File: config.mk
export PLATFORM = sky130hd
export DESIGN_NAME = uart_tx_fifo_flat
export DESIGN_NICKNAME = d
export VERILOG_FILES = /design/src/rtl/uart_pkg.sv /design/src/rtl/uart_tx_fifo_if.sv /design/src/rtl/sync_fifo.sv /design/src/rtl/uart_tx_fifo.sv /design/src/flat_wrapper.sv
export SDC_FILE = /design/constraint.sdc
export NUM_CORES = 1
export LEC_CHECK = 0
export ABC_CLOCK_PERIOD_IN_PS = 11100
export BUFFER_PORTS_ARGS = -buffer_cell sky130_fd_sc_hd__clkbuf_2
export CAP_MARGIN = 20
export CORE_ASPECT_RATIO = 1.2
export CORE_MARGIN = 8
export CORE_UTILIZATION = 50
export CTS_BUF_LIST = sky130_fd_sc_hd__clkbuf_16
export DETAILED_ROUTE_END_ITERATION = 10
export PLACE_DENSITY = 0.67
export SYNTH_ARGS = -nofsm -noshare
export SYNTH_HDL_FRONTEND = slang
export SYNTH_HIERARCHICAL = 1
export SYNTH_SLANG_ARGS = --single-unit
File: constraint.sdc
create_clock -name clk -period 11.1 [get_ports clk]
set_input_delay 2.22 -clock clk [delete_from_list [all_inputs] [get_ports clk]]
set_output_delay 2.22 -clock clk [all_outputs]
set_load 0.01 [all_outputs]
File: src/rtl/uart_pkg.sv
// rtl/uart_pkg.sv - shared UART definitions: parity codes, TX FSM encoding, frame length helper
//   Contents: PAR_NONE/PAR_EVEN/PAR_ODD, tx_state_e, frame_bits()
package uart_pkg;

  localparam int PAR_NONE = 0;
  localparam int PAR_EVEN = 1;
  localparam int PAR_ODD  = 2;

  typedef enum logic [2:0] {
    ST_IDLE   = 3'd0,
    ST_START  = 3'd1,
    ST_DATA   = 3'd2,
    ST_PARITY = 3'd3,
    ST_STOP   = 3'd4
  } tx_state_e;

  // Bit periods in one frame: start + data + optional parity + stop bits.
  function automatic int frame_bits(input int data_bits, input int parity, input int stop_bits);
    return 1 + data_bits + ((parity != PAR_NONE) ? 1 : 0) + stop_bits;
  endfunction

endpackage

File: src/rtl/uart_tx_fifo_if.sv
// rtl/uart_tx_fifo_if.sv - host/line bundle for the queued UART transmitter
//   trmt, tx_data              host push strobe and word
//   TX, tx_done, busy          serial line and frame status
//   fifo_full, fifo_empty, ovf queue status and dropped-push pulse
//   master: host side; slave: transmitter side
interface uart_tx_fifo_if #(
  parameter int DATA_BITS = 8
);
  logic                 trmt;
  logic [DATA_BITS-1:0] tx_data;
  logic                 TX;
  logic                 tx_done;
  logic                 busy;
  logic                 fifo_full;
  logic                 fifo_empty;
  logic                 ovf;

  modport master (
    output trmt, tx_data,
    input  TX, tx_done, busy, fifo_full, fifo_empty, ovf
  );

  modport slave (
    input  trmt, tx_data,
    output TX, tx_done, busy, fifo_full, fifo_empty, ovf
  );
endinterface

File: src/rtl/sync_fifo.sv
// rtl/sync_fifo.sv - single-clock FIFO with registered full/empty/ovf flags
//   clk, rst     clock, asynchronous active-high reset
//   push, wdata  write request and word; accepted if not full or popping this cycle
//   pop, rdata   read request (ignored when empty) and head word (combinational)
//   full, empty  registered level flags
//   ovf          one-clock pulse after a push was dropped
module sync_fifo #(
  parameter int WIDTH = 8,
  parameter int DEPTH = 4
) (
  input  logic             clk,
  input  logic             rst,
  input  logic             push,
  input  logic             pop,
  input  logic [WIDTH-1:0] wdata,
  output logic [WIDTH-1:0] rdata,
  output logic             full,
  output logic             empty,
  output logic             ovf
);
  localparam int AW = $clog2(DEPTH);

  logic [WIDTH-1:0] mem [DEPTH];
  logic [AW-1:0]    wr_ptr;
  logic [AW-1:0]    rd_ptr;
  logic [AW:0]      count;
  logic [AW:0]      count_n;
  logic             do_push;
  logic             do_pop;

  // A pop frees the slot a same-cycle push needs, so a full FIFO can still accept.
  assign do_pop  = pop & ~empty;
  assign do_push = push & (~full | do_pop);
  assign count_n = count + {{AW{1'b0}}, do_push} - {{AW{1'b0}}, do_pop};
  assign rdata   = mem[rd_ptr];

  always_ff @(posedge clk or posedge rst) begin
    if (rst) begin
      wr_ptr <= '0;
      rd_ptr <= '0;
      count  <= '0;
      full   <= 1'b0;
      empty  <= 1'b1;
      ovf    <= 1'b0;
    end else begin
      if (do_push) wr_ptr <= wr_ptr + AW'(1);
      if (do_pop)  rd_ptr <= rd_ptr + AW'(1);
      count <= count_n;
      full  <= (count_n == (AW+1)'(DEPTH));
      empty <= (count_n == '0);
      ovf   <= push & ~do_push;
    end
  end

  always_ff @(posedge clk) begin
    if (do_push) mem[wr_ptr] <= wdata;
  end

endmodule

File: src/rtl/uart_tx_fifo.sv
// rtl/uart_tx_fifo.sv - queued UART transmitter with configurable width, parity, stop bits and baud
//   clk, rst   system clock, asynchronous active-high reset
//   bus        uart_tx_fifo_if.slave: trmt/tx_data in; TX, tx_done, busy,
//              fifo_full, fifo_empty, ovf out (all registered)
module uart_tx_fifo
  import uart_pkg::*;
#(
  parameter int DATA_BITS = 8,
  parameter int PARITY    = 0,
  parameter int STOP_BITS = 1,
  parameter int BAUD_DIV  = 2604,
  parameter int DEPTH     = 4
) (
  input  logic           clk,
  input  logic           rst,
  uart_tx_fifo_if.slave  bus
);
  localparam int CW = $clog2(BAUD_DIV);
  localparam int BW = $clog2(DATA_BITS);
  localparam logic [CW-1:0] BAUD_LAST = CW'(BAUD_DIV - 1);
  localparam logic [BW-1:0] DATA_LAST = BW'(DATA_BITS - 1);
  localparam logic [BW-1:0] STOP_LAST = BW'(STOP_BITS - 1);
  localparam bit HAS_PAR = (PARITY != PAR_NONE);

  tx_state_e            state, state_n;
  logic [CW-1:0]        baud_cnt, baud_n;
  logic [BW-1:0]        bit_idx, bit_n;
  logic [DATA_BITS-1:0] shreg, sh_n;
  logic                 par_q, par_n;
  logic                 tx_q, tx_n;
  logic                 done_q, done_n;
  logic                 busy_q, busy_n;
  logic                 tick;
  logic                 load;
  logic                 pop;
  logic [DATA_BITS-1:0] head;
  logic                 head_par;
  logic                 fifo_full;
  logic                 fifo_empty;
  logic                 fifo_ovf;

  sync_fifo #(
    .WIDTH (DATA_BITS),
    .DEPTH (DEPTH)
  ) u_fifo (
    .clk   (clk),
    .rst   (rst),
    .push  (bus.trmt),
    .pop   (pop),
    .wdata (bus.tx_data),
    .rdata (head),
    .full  (fifo_full),
    .empty (fifo_empty),
    .ovf   (fifo_ovf)
  );

  assign tick     = (baud_cnt == BAUD_LAST);
  assign head_par = (PARITY == PAR_ODD) ? ~^head : ^head;

  // Next-state logic. tx_n is the line level for the bit that starts on the
  // coming edge, so TX stays a plain register with no path from the host inputs.
  always_comb begin
    state_n = state;
    baud_n  = tick ? '0 : baud_cnt + CW'(1);
    bit_n   = bit_idx;
    sh_n    = shreg;
    par_n   = par_q;
    tx_n    = tx_q;
    done_n  = 1'b0;
    busy_n  = busy_q;
    pop     = 1'b0;
    load    = 1'b0;

    case (state)
      ST_IDLE: begin
        tx_n   = 1'b1;
        busy_n = 1'b0;
        baud_n = '0;
        load   = ~fifo_empty;
      end
      ST_START: begin
        if (tick) begin
          state_n = ST_DATA;
          bit_n   = '0;
          tx_n    = shreg[0];
        end
      end
      ST_DATA: begin
        if (tick) begin
          if (bit_idx == DATA_LAST) begin
            bit_n = '0;
            if (HAS_PAR) begin
              state_n = ST_PARITY;
              tx_n    = par_q;
            end else begin
              state_n = ST_STOP;
              tx_n    = 1'b1;
            end
          end else begin
            bit_n = bit_idx + BW'(1);
            sh_n  = shreg >> 1;
            tx_n  = shreg[1];
          end
        end
      end
      ST_PARITY: begin
        if (tick) begin
          state_n = ST_STOP;
          bit_n   = '0;
          tx_n    = 1'b1;
        end
      end
      ST_STOP: begin
        if (tick) begin
          if (bit_idx == STOP_LAST) begin
            done_n = 1'b1;
            if (!fifo_empty) begin
              load = 1'b1;
            end else begin
              state_n = ST_IDLE;
              tx_n    = 1'b1;
              busy_n  = 1'b0;
            end
          end else begin
            bit_n = bit_idx + BW'(1);
          end
        end
      end
      default: begin
        state_n = ST_IDLE;
        tx_n    = 1'b1;
        busy_n  = 1'b0;
      end
    endcase

    // Frame launch from IDLE or straight out of the last stop bit.
    if (load) begin
      pop     = 1'b1;
      sh_n    = head;
      par_n   = head_par;
      state_n = ST_START;
      baud_n  = '0;
      tx_n    = 1'b0;
      busy_n  = 1'b1;
    end
  end

  always_ff @(posedge clk or posedge rst) begin
    if (rst) begin
      state    <= ST_IDLE;
      baud_cnt <= '0;
      bit_idx  <= '0;
      shreg    <= '0;
      par_q    <= 1'b0;
      tx_q     <= 1'b1;
      done_q   <= 1'b0;
      busy_q   <= 1'b0;
    end else begin
      state    <= state_n;
      baud_cnt <= baud_n;
      bit_idx  <= bit_n;
      shreg    <= sh_n;
      par_q    <= par_n;
      tx_q     <= tx_n;
      done_q   <= done_n;
      busy_q   <= busy_n;
    end
  end

  assign bus.TX         = tx_q;
  assign bus.tx_done    = done_q;
  assign bus.busy       = busy_q;
  assign bus.fifo_full  = fifo_full;
  assign bus.fifo_empty = fifo_empty;
  assign bus.ovf        = fifo_ovf;

endmodule
File: src/flat_wrapper.sv
// flat-port wrapper written by rule: the top's interface ports become plain ports
module uart_tx_fifo_flat import uart_pkg::*;
#(
  parameter int DATA_BITS = 8,
  parameter int PARITY    = 0,
  parameter int STOP_BITS = 1,
  parameter int BAUD_DIV  = 2604,
  parameter int DEPTH     = 4
)
  (clk, rst, bus_trmt, bus_tx_data, bus_TX, bus_tx_done, bus_busy, bus_fifo_full, bus_fifo_empty, bus_ovf);
  uart_tx_fifo_if #(.DATA_BITS(DATA_BITS)) bus_i ();
  input  logic clk;
  input  logic rst;
  input wire logic [$bits(bus_i.trmt)-1:0] bus_trmt;
  input wire logic [$bits(bus_i.tx_data)-1:0] bus_tx_data;
  output wire logic [$bits(bus_i.TX)-1:0] bus_TX;
  output wire logic [$bits(bus_i.tx_done)-1:0] bus_tx_done;
  output wire logic [$bits(bus_i.busy)-1:0] bus_busy;
  output wire logic [$bits(bus_i.fifo_full)-1:0] bus_fifo_full;
  output wire logic [$bits(bus_i.fifo_empty)-1:0] bus_fifo_empty;
  output wire logic [$bits(bus_i.ovf)-1:0] bus_ovf;
  assign bus_i.trmt = bus_trmt;
  assign bus_i.tx_data = bus_tx_data;
  assign bus_TX = bus_i.TX;
  assign bus_tx_done = bus_i.tx_done;
  assign bus_busy = bus_i.busy;
  assign bus_fifo_full = bus_i.fifo_full;
  assign bus_fifo_empty = bus_i.fifo_empty;
  assign bus_ovf = bus_i.ovf;
  uart_tx_fifo #(.DATA_BITS(DATA_BITS), .PARITY(PARITY), .STOP_BITS(STOP_BITS), .BAUD_DIV(BAUD_DIV), .DEPTH(DEPTH)) u_core (.clk(clk), .rst(rst), .bus(bus_i));
endmodule
==> qor.tcl <==
set qor(worstPathBufferInverterCount) 4
set qor(drt-vias-per-instance) 5.317
set qor(post_cts_hold_buffer_count) 0
set qor(ff2ff_path_depth) 15
set qor(final_max_slew_viol_count) 0
set qor(hold_path_startpoint) {u_core/baud_cnt[0]}
set qor(flow.area_growth_from_synthesis_pct) 14.18
set qor(slew_headroom_pct) 41.56
set qor(post_synthesis_compound_gate_area_fraction_pct) 6.238
set qor(floorplan.initialDensity_pct) 51.05
set qor(worstSetupEndpointType) {flop}
set qor(synth_xor_xnor_area_share_pct) 3.797
set qor(finalCritPeriodShare_pct) 35.58
set qor(critPathMaxFanout) 8
set qor(achievable-frequency_mhz) 253.2
set qor(fp.dieArea_mm2) 0.009297
set qor(layout-drive-gt1-share_pct) 22.26
set qor(cts_tree) {yes}
set qor(hpwlAfterDp_um) 3769
set qor(grt_util_all_layers_pct) 13.32
set qor(post-cts-setup-buffer-count) 0
set qor(synth_nets) 261
set qor(rows) 32
set qor(grt_antenna_before_repair) 0
set qor(setup.worst_path.class) {reg -> reg}
set qor(clockRootBuffer) {clkbuf_16}
set qor(first_pass_iters) 4
set qor(skew_ps) 7.464
set qor(cts.sink_count) 71
set qor(required_ps) 11350
set qor(synth-async-reset-ratio_pct) 54.93
set qor(holdCritPathClass) {reg -> reg}
set qor(die_h_um) 104.0
set qor(maximum_number_of_pins_on_one_net_before_global_route_repair) 30
set qor(post_synth_inst_count) 239
set qor(wl_per_cell_um) 15.53
set qor(synth_top_family_by_area) {simple AND/OR/NAND/NOR gates}
set qor(critical_path_cell_count) 15
set qor(syn_avg_cell_area_um2) 13.51
set qor(timing.hold.ws_ps) 491.3
set qor(core_area_mm2) 0.006326
set qor(cp_slowest_stage_delay_ps) 610
set qor(final_net_count) 282
set qor(power_after_layout_mw) 0.8855
set qor(outcome) {finished clean}
set qor(number_of_global_route_vias_before_repair) 2007
set qor(crit_start) {u_core/baud_cnt[2]}
set qor(yosysSeqAreaShare_pct) 60.05
set qor(power.leakage_nw) 1.519
set qor(timing_hold_violations_final) 0
set qor(drc_errors) 0
set qor(die_x_um) 89.37
set qor(drt_first_iter_violations) 74
set qor(synth.area.mux_share_pct) 8.873
set qor(slowest_stage_cell_on_the_critical_path) {or4_4}
set qor(cts_resized) 0
set qor(route.vias.total) 1861
set qor(clock_path_buffers) 2
set qor(final_setup_violations) 0
set qor(pwrdens_mw_per_mm2) 240.2
set qor(timing.hold.worst_path_depth) 1
set qor(syn-cell-area_mm2) 0.003229
set qor(cap_violations) 0
set qor(ir_drop_mv) 0.1591
set qor(floorplan.io_pins) 17
set qor(synth-edff-count) 32
set qor(transition_time_at_the_pin_with_the_least_slew_margin_ps) 870.0
set qor(setup_repair_after_global_routing_missed_its_margin) {false}
set qor(synth_top_flop_cell) {dfrtp_1}
set qor(cp_top_family) {simple AND/OR/NAND/NOR gates}
set qor(n_antenna_cell) 0
set qor(crit_top_cell) {inv_1}
set qor(port_buffers) 16
set qor(worst_setup_hold_path_clk_slew_ps) 60
set qor(totalWireLength_um) 5436
set qor(post_synth_and_or_nand_nor_area_fraction_pct) 13.56
set qor(critical_path_start_type) {flop}
set qor(crit_chain) {or4_4, o41a_4, nand2b_1, inv_1, nand2b_4, a21boi_4, inv_1, ha_1, inv_1, ha_1, inv_1, fa_1, xnor2_1, xnor2_1, nor3b_2}
set qor(synth_adder_area_share_pct) 4.494
set qor(globalplace.congestion) 0.7352
set qor(cts.htree.levels) 3
set qor(synthesis.yosys.warnings) 6
set qor(worstSkewPairLatency_ps) 330
set qor(first_pass_grt_wire_length_um) 9432
set qor(final_critical_delay_including_setup_and_external_delays_ps) 3949
set qor(timing.rr.start) {u_core/baud_cnt[2]}
set qor(setup-tns-final_ps) 0
set qor(grt_remaining_overflow) 0
set qor(critical_path_arrival_ps) 4200
set qor(antenna_left) 0
set qor(yosys.cell_types.count) 44
set qor(number_of_synthesized_register_bits) 71
set qor(cts_buffers) 9
## stage by stage
step	utilization (%)	instances	setup WS [ps]	instance area, um2
global route	58.29	350	6875	3687
finish	58.29	350	7151	3687
CTS	58.29	350	7135	3687
floorplan	-	239	7172	3229
global placement	53.60	334	7008	3391
detailed placement	53.60	334	6912	3391
## sequential cells by signal (all words and copies together), names as in the netlist
name	count
u_core/baud_cnt	12
u_core/u_fifo/empty	1
u_core/bus.TX	1
u_core/u_fifo/wr_ptr	2
u_core/u_fifo/count	3
u_core/u_fifo/ovf	1
u_core/state	3
u_core/bus.tx_done	1
u_core/u_fifo/mem	32
u_core/shreg	8
u_core/u_fifo/rd_ptr	2
u_core/bus.busy	1
u_core/u_fifo/full	1
u_core/bit_idx	3
## cells in the mapped netlist (2+ instances only)
master,instances,area (um2)
or3_1,2,12.51
mux2i_1,5,50.05
clkbuf_1,5,18.77
dfrtp_1,37,925.9
xor2_1,5,43.79
o21ai_0,7,35.03
nand3b_1,2,15.01
inv_1,15,56.30
nor3_1,9,45.04
dfstp_2,2,52.55
mux4_2,8,180.2
and3_1,2,12.51
edfxtp_1,32,960.9
nor2_1,23,86.33
nand4_1,3,18.77
nand2_1,12,45.04
and2_1,4,25.02
a21oi_1,4,20.02
xnor2_1,9,78.83
mux2_2,5,56.30
nand2b_1,5,31.28
ha_1,10,125.1
a221o_1,6,60.06
nand3_1,7,35.03
## layer usage
metal	up-vias	GRT usage (%)	routed length (um)
li1	908	-	-
met1	927	15.53	2388
met2	18	21.97	2830
met3	8	2.925	109
met4	0	6.913	108
met5	-	0	0
## cells by family (layout without fill, tap and decap cells)
| group | count (synthesis) | after routing |
|---|---|---|
| simple gates | 79 | 79 |
| flops | 71 | 71 |
| compound gates | 23 | 23 |
| buf+inv | 23 | 49 |
| mux | 18 | 18 |
| xor+xnor | 14 | 14 |
| fa+ha+maj | 11 | 11 |
## cell type report
type	instances	area [um2]
tap	85	106.4
inverter	15	56.30
multi-input combinational	145	1194
clock inverter	7	71.32
timing repair buffer	18	95.09
fill	519	2639
sequential	71	1939
clock buffer	9	225.2
## placed cells by master (no fill, tap or decap), types with 6 or more instances in the layout
master      n
xnor2_1     9
a221o_1     6
inv_1      15
clkbuf_16   9
nand3_1     7
mux4_2      8
nand2_1    12
nor2_1     23
o21ai_0     7
nor3_1      9
edfxtp_1   32
dfrtp_1    37
ha_1       10
clkbuf_2   16
## final timing paths
check | to | slack (ps)
min in group asynchronous | u_core/u_fifo/count[2] | 1850
worst max-delay path | u_core/u_fifo/full | 7150
worst min-delay path | u_core/baud_cnt[0] | 490
worst max register to register | u_core/u_fifo/full | 7150
worst min register to register | u_core/baud_cnt[0] | 490
max in group asynchronous | u_core/bus.TX | 8840
## power breakdown
part / leakage [nW] / switching [mW] / internal [mW]
logic: 0.593 / 0.0936 / 0.105
registers: 0.786 / 0.0576 / 0.348
clock network: 0.140 / 0.108 / 0.174
total: 1.52 / 0.259 / 0.627
Note: power is estimated with default switching activity, not from simulation.
